### src/rtl/seg_pkg.sv
// Shared constants for the signed scanned 7-segment display: active-low
// segment patterns ordered {dp,g,f,e,d,c,b,a}, the FSM state type and a sizing helper.
package seg_pkg;

    localparam logic [7:0] SEG_DIGIT [10] = '{
        8'hC0, 8'hF9, 8'hA4, 8'hB0, 8'h99,
        8'h92, 8'h82, 8'hF8, 8'h80, 8'h90
    };
    localparam logic [7:0] SEG_BLANK = 8'hFF;
    localparam logic [7:0] SEG_MINUS = 8'b1011_1111;

    typedef enum logic [1:0] {
        ST_IDLE,
        ST_CONV,
        ST_COMMIT
    } state_e;

    // Number of decimal digits needed to print 2**e.
    function automatic int unsigned dec_digits_pow2(input int unsigned e);
        longint unsigned v;
        int unsigned     n;
        v = longint'(1) << e;
        n = 0;
        while (v != 0) begin
            v = v / 10;
            n = n + 1;
        end
        return n;
    endfunction

endpackage

### src/rtl/bin2bcd_seq.sv
// Sequential double-dabble converter: one shift/add-3 step per clock for WIDTH
// clocks after start; done marks the cycle in which the final step is taken.
module bin2bcd_seq #(
    parameter int WIDTH  = 8,
    parameter int DIGITS = 4
) (
    input  logic                  clk,
    input  logic                  rst_n,
    input  logic                  start,
    input  logic [WIDTH-1:0]      data,
    output logic                  done,
    output logic [4*DIGITS-1:0]   bcd
);
    localparam int CNT_W = $clog2(WIDTH);

    logic [WIDTH-1:0]    shift_q, shift_d;
    logic [4*DIGITS-1:0] bcd_q, bcd_d, adj;
    logic [CNT_W-1:0]    cnt_q, cnt_d;
    logic                run_q, run_d;

    // done is combinational so the parent can leave CONV on the same edge the last step lands.
    assign done = run_q && (cnt_q == CNT_W'(WIDTH - 1));
    assign bcd  = bcd_q;

    always_comb begin
        shift_d = shift_q;
        bcd_d   = bcd_q;
        cnt_d   = cnt_q;
        run_d   = run_q;
        adj     = bcd_q;
        for (int unsigned i = 0; i < DIGITS; i++) begin
            if (bcd_q[4*i +: 4] >= 4'd5) begin
                adj[4*i +: 4] = bcd_q[4*i +: 4] + 4'd3;
            end
        end
        if (start) begin
            shift_d = data;
            bcd_d   = '0;
            cnt_d   = '0;
            run_d   = 1'b1;
        end else if (run_q) begin
            bcd_d   = {adj[4*DIGITS-2:0], shift_q[WIDTH-1]};
            shift_d = {shift_q[WIDTH-2:0], 1'b0};
            cnt_d   = cnt_q + CNT_W'(1);
            if (done) begin
                run_d = 1'b0;
            end
        end
    end

    always_ff @(posedge clk or negedge rst_n) begin
        if (!rst_n) begin
            shift_q <= '0;
            bcd_q   <= '0;
            cnt_q   <= '0;
            run_q   <= 1'b0;
        end else begin
            shift_q <= shift_d;
            bcd_q   <= bcd_d;
            cnt_q   <= cnt_d;
            run_q   <= run_d;
        end
    end

endmodule

### src/rtl/signed_scan_display.sv
// Converts a signed value to decimal and shows it on DIGITS multiplexed
// active-low 7-segment digits with leading-zero blanking and a floating minus.
module signed_scan_display
    import seg_pkg::*;
#(
    parameter int WIDTH       = 8,
    parameter int DIGITS      = 4,
    parameter int REFRESH_DIV = 50000
) (
    input  logic              clk,
    input  logic              rst_n,
    input  logic [WIDTH-1:0]  value,
    input  logic              load,
    output logic              busy,
    output logic [7:0]        seg,
    output logic [DIGITS-1:0] an
);
    localparam int IDX_W = $clog2(DIGITS);
    localparam int RW    = (REFRESH_DIV > 1) ? $clog2(REFRESH_DIV) : 1;
    localparam int NEED  = int'(dec_digits_pow2(WIDTH - 1)) + 1;

    if (DIGITS < NEED) begin : g_digits_chk
        $error("signed_scan_display: DIGITS=%0d too small for WIDTH=%0d (need %0d)",
               DIGITS, WIDTH, NEED);
    end

    state_e              state_q, state_d;
    logic                sign_q, sign_d;
    logic [4*DIGITS-1:0] buf_q, buf_d;
    logic                neg_q, neg_d;
    logic [RW-1:0]       ref_q, ref_d;
    logic [IDX_W-1:0]    idx_q, idx_d;

    logic                start;
    logic                done;
    logic [4*DIGITS-1:0] bcd;
    logic [WIDTH-1:0]    mag;

    // Negating the most negative value wraps to itself, which is the correct unsigned magnitude.
    assign mag = value[WIDTH-1] ? (~value + WIDTH'(1)) : value;

    bin2bcd_seq #(
        .WIDTH  (WIDTH),
        .DIGITS (DIGITS)
    ) u_conv (
        .clk   (clk),
        .rst_n (rst_n),
        .start (start),
        .data  (mag),
        .done  (done),
        .bcd   (bcd)
    );

    always_comb begin
        state_d = state_q;
        sign_d  = sign_q;
        buf_d   = buf_q;
        neg_d   = neg_q;
        start   = 1'b0;
        case (state_q)
            ST_IDLE: begin
                if (load) begin
                    start   = 1'b1;
                    sign_d  = value[WIDTH-1];
                    state_d = ST_CONV;
                end
            end
            ST_CONV: begin
                if (done) begin
                    state_d = ST_COMMIT;
                end
            end
            ST_COMMIT: begin
                buf_d   = bcd;
                neg_d   = sign_q;
                state_d = ST_IDLE;
            end
            default: state_d = ST_IDLE;
        endcase
        busy = (state_q != ST_IDLE);
    end

    always_comb begin
        ref_d = ref_q + RW'(1);
        idx_d = idx_q;
        if (ref_q == RW'(REFRESH_DIV - 1)) begin
            ref_d = '0;
            idx_d = (idx_q == IDX_W'(DIGITS - 1)) ? '0 : idx_q + IDX_W'(1);
        end
    end

    logic [IDX_W-1:0] msd;
    logic             any_nz;
    logic [3:0]       nib;

    always_comb begin
        msd    = '0;
        any_nz = 1'b0;
        for (int unsigned i = 0; i < DIGITS; i++) begin
            if (buf_q[4*i +: 4] != 4'd0) begin
                msd    = IDX_W'(i);
                any_nz = 1'b1;
            end
        end
        nib = buf_q[4*idx_q +: 4];
        seg = SEG_BLANK;
        if (!any_nz) begin
            if (idx_q == '0) begin
                seg = SEG_DIGIT[0];
            end
        end else if (idx_q <= msd) begin
            seg = (nib <= 4'd9) ? SEG_DIGIT[nib] : SEG_BLANK;
        end else if (neg_q &&
                     ((IDX_W+1)'(idx_q) == (IDX_W+1)'(msd) + (IDX_W+1)'(1))) begin
            seg = SEG_MINUS;
        end
        an = ~(DIGITS'(1) << idx_q);
    end

    always_ff @(posedge clk or negedge rst_n) begin
        if (!rst_n) begin
            state_q <= ST_IDLE;
            sign_q  <= 1'b0;
            buf_q   <= '0;
            neg_q   <= 1'b0;
            ref_q   <= '0;
            idx_q   <= '0;
        end else begin
            state_q <= state_d;
            sign_q  <= sign_d;
            buf_q   <= buf_d;
            neg_q   <= neg_d;
            ref_q   <= ref_d;
            idx_q   <= idx_d;
        end
    end

endmodule

### config.mk
export PLATFORM = sky130hd
export DESIGN_NAME = signed_scan_display
export DESIGN_NICKNAME = d
export VERILOG_FILES = /design/src/rtl/seg_pkg.sv /design/src/rtl/bin2bcd_seq.sv /design/src/rtl/signed_scan_display.sv
export SDC_FILE = /design/constraint.sdc
export NUM_CORES = 1
export LEC_CHECK = 0
export CAP_MARGIN = 5
export CORE_MARGIN = 4
export CORE_UTILIZATION = 37
export CTS_CLUSTER_SIZE = 25
export DETAILED_ROUTE_END_ITERATION = 10
export PLACE_DENSITY = 0.57
export SLEW_MARGIN = 20
export SYNTH_ARGS = -nofsm -noshare
export SYNTH_HDL_FRONTEND = slang
export SYNTH_SLANG_ARGS = --single-unit
### constraint.sdc
create_clock -name clk -period 5.4 [get_ports clk]
set_input_delay 1.08 -clock clk [delete_from_list [all_inputs] [get_ports clk]]
set_output_delay 1.08 -clock clk [all_outputs]
set_load 0.05 [all_outputs]
-- Word-level counts from Yosys, hierarchy flattened
Memory sizes are Yosys's and may differ from the RTL's.
Cells that the tools add are included.
- memories kept: 1
- bits in read-only memories: 128
- bits in registers: 66
- logic and storage cells: 87
- memory list (name ; depth ; width ; rd ports ; clocked after memory_dff ; wr ports ; RTL line ; source):
    (no name shown) ; 16 ; 8 ; 1 ; 0 ; 0 ; signed_scan_display.sv:112 ; seg = (nib <= 4'd9) ? SEG_DIGIT[nib] : SEG_BLANK;
- shifts and indexed selects: 2
- equality and inequality tests: 8
- bitwise logic cells: 3
- reductions and logical operators: 12
- mux-type cells: 35
- $add $sub $neg: 9
- order comparisons: 7
- operators with widths (kind ; number):
    $mux W8 ; 8
    $mux W16 ; 3
    $add A16 B1 Y16 const B ; 1
    $eq A16 B16 Y1 const B ; 1
    $ge A4 B3 Y1 const B ; 4
    $reduce_bool A4 Y1 ; 4
    $shiftx A16 B5 Y4 ; 1
    $add A4 B2 Y4 const B ; 3
    $mux W4 ; 3
    $mux W1 ; 10
    $mux W2 ; 5
    $mux W3 ; 3
    $add A8 B1 Y8 const B ; 1
    $not A8 Y8 ; 1
    $mux W7 ; 1
    $mux W6 ; 1
    $ge A5 B5 Y1 const B ; 1
    $not A4 Y5 ; 1
    $eq A2 B2 Y1 const B ; 2
    $le A4 B4 Y1 const B ; 1
    $logic_not A2 Y1 ; 2
    $ne A2 B2 Y1 const B ; 2
    $not A4 Y4 ; 1
    $pmux W2 S2 ; 1
    other kinds (12) ; 15

-- Logic depth before layout (Yosys ltp)
Gate-level depths: netlist (run 1).
- depth after elaboration: 10
- depth in mapped cells: 9
- depth with buffers taken out: 9

-- Modules after synthesis
From an unflattened synthesis (run 1), not the netlist that was laid out.
- cell total of the unflattened synthesis: 381
- area total of the unflattened synthesis: 3807.4 sq um
- by module, submodules not included (module ; seq. area each (sq um) ; cells each ; instances ; area an instance (sq um)):
    signed_scan_display ; 950.9 ; 219 ; 1 ; 2253.4
    bin2bcd_seq ; 700.7 ; 162 ; 1 ; 1554.0

-- Worst setup path after synthesis (run 1)
No wires, ideal clock.
- kind: reg2out
- start point: reg idx_q[0]
- end point: out seg[2]
- cell stages (with the launch flop): 8
- path buffers: 1
- setup slack: 1777 ps
- required time: 4320 ps
- arrival time: 2543 ps
- cells stage by stage: dfrtp_1 -> buf_6 -> mux4_1 -> inv_1 -> ha_1 -> inv_1 -> or3_1 -> a21oi_1
- word-level cells in the longest chain between the ends: 8
- elaborated cells on any way between the ends: 12
- RTL lines (what ; RTL line ; source):
    start: declaration ; signed_scan_display.sv:32 ; logic [IDX_W-1:0] idx_q, idx_d;
    start signal: assignment ; signed_scan_display.sv:134 ; idx_q <= idx_d;
    $shiftx A16 B5 Y4 ; signed_scan_display.sv:105 ; nib = buf_q[4*idx_q +: 4];
    $not A4 Y5 (not written as such) ; signed_scan_display.sv:112 ;
    $mem_v2 Z16 W8 ; n/a ;
    $mux W8 (not written as such) (2 in a row) ; signed_scan_display.sv:112 ;
    $mux W8 ; signed_scan_display.sv:112 ;
    $mux W8 ; signed_scan_display.sv:111 ; end else if (idx_q <= msd) begin
    $mux W8 (*) ; signed_scan_display.sv:107 ; if (!any_nz) begin
    end: declaration ; signed_scan_display.sv:15 ; output logic [7:0] seg,
Mark *: on every way between the ends. The rest lies on a longest branch, timed or not. The select of a mux whose other input is x is not followed.

-- Final worst setup path (run 1)
- start point: reg buf_q[9]
- end point: out seg[5]
- word-level cells in the longest chain between the ends: 8
- elaborated cells on any way between the ends: 15
- RTL lines (what ; RTL line ; source):
    start: declaration ; signed_scan_display.sv:29 ; logic [4*DIGITS-1:0] buf_q, buf_d;
    start signal: assignment ; signed_scan_display.sv:131 ; buf_q <= buf_d;
    $shiftx A16 B5 Y4 ; signed_scan_display.sv:105 ;
    $not A4 Y5 (not written as such) ; signed_scan_display.sv:112 ;
    $mem_v2 Z16 W8 ; n/a ;
    $mux W8 (not written as such) (2 in a row) ; signed_scan_display.sv:112 ;
    $mux W8 ; signed_scan_display.sv:112 ;
    $mux W8 ; signed_scan_display.sv:111 ;
    $mux W8 (*) ; signed_scan_display.sv:107 ;
Marked as above.

==> summary.md, run 1 <==
| Metric | Value |
|---|---|
| Seq/Total Area, Yosys | 0.445 |
| Critical path's top delay family | simple AND/OR/NAND/NOR gates |
| Top-count cell post-synth | dfrtp_1 |
| Hold Crit Depth | 1 |
| Gate count of the mapped netlist | 374 |
| Dpl cell area | slightly above 0.004 mm² |
| PostCTS Resize Cnt | 0 |
| Post-layout net count | 430 |
| Max-cap violations | 0 |
| RSZ-0062 raised after global routing | no |
| Synth Area per Inst | 9.93 µm² |
| Port buffer count | 22 |
| Startpoint types | flip-flop |
| Final worst setup slack | 0.933 ns |
| WL final | 6580 µm |
| Largest stage delay on the critical path | 0.72 ns |
| First-pass GRT wire length | 11800 µm |
| # hold bufs at CTS | 0 |
| Synth Net Count | between 400 and 500 |
| Total CTS buffers | 9 |
| Pin count of the biggest net entering global routing | 67 |
| Slowest cell on crit path | clkdlybuf4s50_1 |
| Core Box Area | 0.00977 mm² |
| Initial cell density of the core | 0.380 |
| Ys flop type | dfrtp_1 |
| Top cells by area, synth | dfrtp_1 (44%), ha_1 (8.1%), mux2i_1 (4.6%) |
| Die width | 108 µm |
| Worst slew pin tran | 0.900 ns |
| #FFs+latches synth | 66 |
| Die height | 108 µm |
| H-Tree Depth | 3 |
| Distinct cells, synth | 47 |
| CP Data Required Time | roughly 4.3 ns |
| Critical path fanouts, max | 6 |
| Utilization after layout | 0.433 |
| Routability cong. | 0.800 |
| Layout cells sized above 1 | 0.0975 |
| Post-detail-place hpwl | 4670 µm |
| Post-CTS setup buffer count | 0 |
| Setup violators final | 0 |
| Ys async rst share | 1.00 |
| Number of flops mapped to enable cells by yosys | 0 |
| Slew Limit Headroom | 0.400 |
| Fin crit period | 4.47 ns |
| Post-place setup slack | 1.37 ns |
| Total grt overflow | 0 |
| Final std cell area, no fill | 0.00423 mm² |
| Die area | about 0.012 mm² |
| F_max | 0.224 GHz |
| Ports placed on the boundary | 24 |
| Final Hold Fails | 0 |
| HP Start | state_q[1]$_DFFE_PN0P_ |
| List of most frequent post-synthesis cells | dfrtp_1 (66), nand2_1 (32), nor2_1 (31), o21ai_0 (26) |
| Diode count | 0 |
| Pins Over Slew Limit | 0 |
| Clk_lat worst skew | 0.35 ns |
| Worst Path Buf+Inv | 2 |
| Via count | between 2000 and 3000 |
| CTS tree | built |
| Fin crit share | 0.827 |
| Worst Setup End Kind | output pin |
| Status | complete, no violations |
| Clock sink count | 66 |
| Clk root buf | clkbuf_8 |
| CP startpoint | buf_q[9]$_DFFE_PN0N_ |
| Synth area leader | dfrtp_1 |
| Routed wire per std cell | 12.3 µm |
| Worst flop-to-flop path startpoint | state_q[0]$_DFFE_PN0P_ |
| Total GRT Usage | 0.128 |
| Routed Antenna Nets | 0 |
| Vias in the first global route | roughly 2700 |
| Crit path depth | 10 |
| Critical Path, Cell by Cell | nor4_1 > nand2_1 > inv_1 > ha_1 > nor2b_1 > o21ai_0 > o311a_2 > o21a_1 > nor2_1 > clkdlybuf4s50_1 |
| Post-synth top area share | 0.445 |
| Final Skew | 0.00871 ns |
| Reg clk slew, reported paths | around 0.070 ns |
| Ys Warns | 0 |
| CTS max path bufs | 2 |
| Iter 0 DRT Violations | 98 |
| Initial antenna violation count | 0 |
| Worst path arrival time | 3.39 ns |
| # rows | 36 |
| Area growth, synth to finish | 13.9% |
| TritonRoute pass-1 iters | 4 |
| Hold crit path type | flip-flop to flip-flop |
| Final routed DRC violation total | 0 |
| CP Class | flip-flop to output pin |
| Via-to-Cell Ratio | 4.86 |
| R2R depth | 4 |
| Mapped cell area | between 0.003 and 0.004 mm² |
| Setup TNS | 0 ns |
-- placed cells by master, fill, tap and decap left out, drive strengths merged, types with 4 or more instances in the layout --
| cell type | instances |
|---|---|
| nand2b | 13 |
| buf | 5 |
| mux2 | 10 |
| inv | 24 |
| xor2 | 10 |
| nand2 | 32 |
| nor2 | 31 |
| dfrtp | 66 |
| nand4 | 4 |
| ha | 24 |
| clkdlybuf4s50 | 21 |
| nor4 | 5 |
| xnor2 | 18 |
| or2 | 4 |
| mux4 | 4 |
| mux2i | 17 |
| nor2b | 5 |
| nand3 | 14 |
| o21ai | 28 |
| clkbuf | 14 |
| a21oi | 19 |
-- area by class of cell --
class	count	area (µm²)
Multi-Input combinational cell	268	1900
Inverter	24	90.1
Tap cell	133	166
Sequential cell	66	1650
Clock inverter	2	10.0
Timing Repair Buffer	26	245
Clock buffer	14	173
Fill cell	957	5540
-- worst register-to-register path, stage by stage, from the launching register on --
cell and delay, ns:
dfrtp_1 0.41, or2_2 0.35, nor2_2 0.31, buf_4 0.37, mux2_2 0.38
-- kinds of logic after synthesis --
| group | after synthesis | synth area share |
|---|---|---|
| adders and majority gates | 24 | 0.0808 |
| DFF | 66 | 0.445 |
| and+or+nand+nor | 119 | 0.157 |
| AOI/OAI and AO/OA | 65 | 0.102 |
| xor gates and xnor gates | 28 | 0.0660 |
| buffers and inverters | 40 | 0.0458 |
| muxes | 31 | 0.102 |
| other | 1 | 0.00101 |
-- metal layers --
layer  global-route usage  up-vias  part of all wire
met1                0.160     1220              0.48
met5                    0        -                 0
met3               0.0340       13             0.042
met2                0.203       38              0.45
met4               0.0667        0             0.024
li1                     -     1321                 -
-- through the flow --
step	hold slack [ns]	instances
after detailed placement	0.470	517
after CTS	0.485	533
after global routing	0.507	533
after floorplan	0.432	374
final	0.488	533
after global placement	0.461	517
-- flip-flops by register name, indices dropped and copies added (netlist names) --
name            flops
ref_q              16
u_conv.shift_q      8
u_conv.run_q        1
sign_q              1
u_conv.cnt_q        3
u_conv.bcd         16
state_q             2
neg_q               1
idx_q               2
buf_q              16
-- final timing paths --
path | endpoint | slack (ns)
setup reg to reg | sign_q$_DFFE_PN0P_ | 3.48
min in group asynchronous | u_conv.cnt_q[1]$_DFFE_PN0P_ | 0.92
hold / removal | state_q[0]$_DFFE_PN0P_ | 0.49
setup / recovery | seg[5] | 0.93
max in group asynchronous | buf_q[9]$_DFFE_PN0N_ | 3.96
hold reg to reg | state_q[0]$_DFFE_PN0P_ | 0.49
Power of run 1 is left out: the tool's default activity adds up to more than one toggle a clock period on the data nets, which glitch-free logic cannot reach.
==> run 2, diff against run 1 <==
--- a/config.mk
+++ b/config.mk
@@ -10,7 +10,7 @@
 export CORE_UTILIZATION = 37
 export CTS_CLUSTER_SIZE = 25
 export DETAILED_ROUTE_END_ITERATION = 10
-export PLACE_DENSITY = 0.57
+export PLACE_DENSITY = 0.59
 export SLEW_MARGIN = 20
 export SYNTH_ARGS = -nofsm -noshare
 export SYNTH_HDL_FRONTEND = slang
==> constraint.sdc (replaced) <==
create_clock -name clk -period 4 [get_ports clk]
set_input_delay 0.8 -clock clk [delete_from_list [all_inputs] [get_ports clk]]
set_output_delay 0.8 -clock clk [all_outputs]
set_load 0.05 [all_outputs]
==> summary.md, run 2 (synthesis results as in run 1) <==
| Metric | Value |
|---|---|
| Initial antenna violation count | 0 |
| Startpoint types | flip-flop |
| Hold crit path type | flip-flop to flip-flop |
| Core Box Area | 0.00977 mm² |
| Pin count of the biggest net entering global routing | 44 |
| RSZ-0062 raised after global routing | no |
| Clock sink count | 66 |
| Die width | 108 µm |
| Area growth, synth to finish | 15.0% |
| Iter 0 DRT Violations | 115 |
| TritonRoute pass-1 iters | 4 |
| Routed Antenna Nets | 0 |
| Status | complete, no violations |
| Vias in the first global route | 2545 |
| Total grt overflow | 0 |
| Final routed DRC violation total | 0 |
| Port buffer count | 22 |
| Die area | approximately 0.012 mm² |
| Worst flop-to-flop path startpoint | state_q[0]$_DFFE_PN0P_ |
| CTS max path bufs | 2 |
| Fillers | 951 |
| Multi-input logic area | 0.00190 mm² |
| Total GRT Usage | 0.123 |
| HP Start | state_q[1]$_DFFE_PN0P_ |
| Fin crit period | 3.71 ns |
| Ports placed on the boundary | 24 |
| CP Data Required Time | 3.20 ns |
| Slew Limit Headroom | 0.397 |
| Clk root buf | clkbuf_8 |
| Die height | 108 µm |
| Post-CTS setup buffer count | 0 |
| Worst slew pin tran | 0.905 ns |
| Hold Crit Depth | 1 |
| CP startpoint | buf_q[5]$_DFFE_PN0N_ |
| Register Area | 0.00165 mm² |
| Max-cap violations | 0 |
| Routability cong. | 0.813 |
| # rows | 36 |
| CTS tree | built |
| Pins Over Slew Limit | 0 |
| Worst Setup End Kind | output pin |
| Via-to-Cell Ratio | just under 5 |
| Most common library cell in the layout ignoring fill and taps | dfrtp_1 |
| PostCTS Resize Cnt | 6 |
| First-pass GRT wire length | 11700 µm |
| Routed wire per std cell | about 12 µm |
| Setup violators final | 0 |
| Critical path fanouts, max | 6 |
| Initial cell density of the core | 0.380 |
| Diode count | 0 |
| Final Skew | 0.00838 ns |
| Layout cells sized above 1 | 0.107 |
| # hold bufs at CTS | 0 |
| Most frequent cells in the layout | dfrtp_1 (66), nand2_1 (32), nor2_1 (30), o21ai_0 (25) |
| R2R depth | 5 |
| Setup TNS | 0 ns |
| Clk_lat worst skew | 0.33 ns |
| Post-detail-place hpwl | 4810 µm |
| WL final | 6640 µm |
| Post-layout net count | ~430 |
| Final Hold Fails | 0 |
| Reg clk slew, reported paths | 0.07 ns |
| CP Class | flip-flop to output pin |
| F_max | around 0.27 GHz |
| Via count | 2632 |
| Worst path arrival time | 2.91 ns |
| H-Tree Depth | 3 |
| Fin crit share | 0.927 |
| Total CTS buffers | 9 |
[run 2: worst max-delay path: stages (launching register included)]
cell and delay, ns:
dfrtp_1 0.39, or4_1 0.61, nand2_1 0.11, nand2_1 0.08, ha_1 0.31, nand2_1 0.08, o21ai_1 0.10, o311a_2 0.19
o21a_1 0.12, nor2_1 0.07, dlygate4sd2_1 0.53
[run 2: cell type report]
type / instances / area share
flip-flops and latches: 66 / 0.387
multi-input cells: 268 / 0.444
clock buffers: 13 / 0.0419
well taps: 133 / 0.0390
repair buffers: 27 / 0.0568
inverters: 24 / 0.0211
clock inverters: 3 / 0.0105
[run 2: path summary, 6_finish.rpt]
| path | endpoint | slack (ns) |
|---|---|---|
| worst max-delay path | seg[0] | 0.29 |
| worst min-delay path | state_q[0]$_DFFE_PN0P_ | 0.48 |
| worst max register to register | u_conv.shift_q[4]$_DFFE_PN0P_ | 2.08 |
| worst min register to register | state_q[0]$_DFFE_PN0P_ | 0.48 |
| max in group asynchronous | buf_q[7]$_DFFE_PN0N_ | 2.53 |
| min in group asynchronous | ref_q[2]$_DFF_PN0_ | 0.53 |
[run 2: metrics by stage]
step                std cells  cell area (µm²)   util  hold slack [ns]  setup WS, ns
floorplan                 374             3710      -            0.432         0.657
global placement          518             4050  0.415            0.460         0.371
detailed placement        518             4050  0.415            0.473         0.252
CTS                       534             4270  0.437            0.486         0.135
global route              534             4270  0.437            0.511        0.0199
finish                    534             4270  0.437            0.483         0.291
[run 2: per-layer routing]
layer	vias up	track usage	part of all wire
met5	-	0	0
met2	34	0.195	0.46
met3	10	0.0275	0.031
met4	0	0.0415	0.018
met1	1267	0.166	0.49
li1	1321	-	-
Power of run 2 is left out for the same reason.
==> run 3, diff against run 2 <==
--- a/config.mk
+++ b/config.mk
@@ -15,3 +15,4 @@
 export SYNTH_ARGS = -nofsm -noshare
 export SYNTH_HDL_FRONTEND = slang
 export SYNTH_SLANG_ARGS = --single-unit
+export TNS_END_PERCENT = 10
==> results of run 3 <==
The final DEF is identical to that of run 2; final timing and power are the same.
Power of run 3 is left out for the same reason.
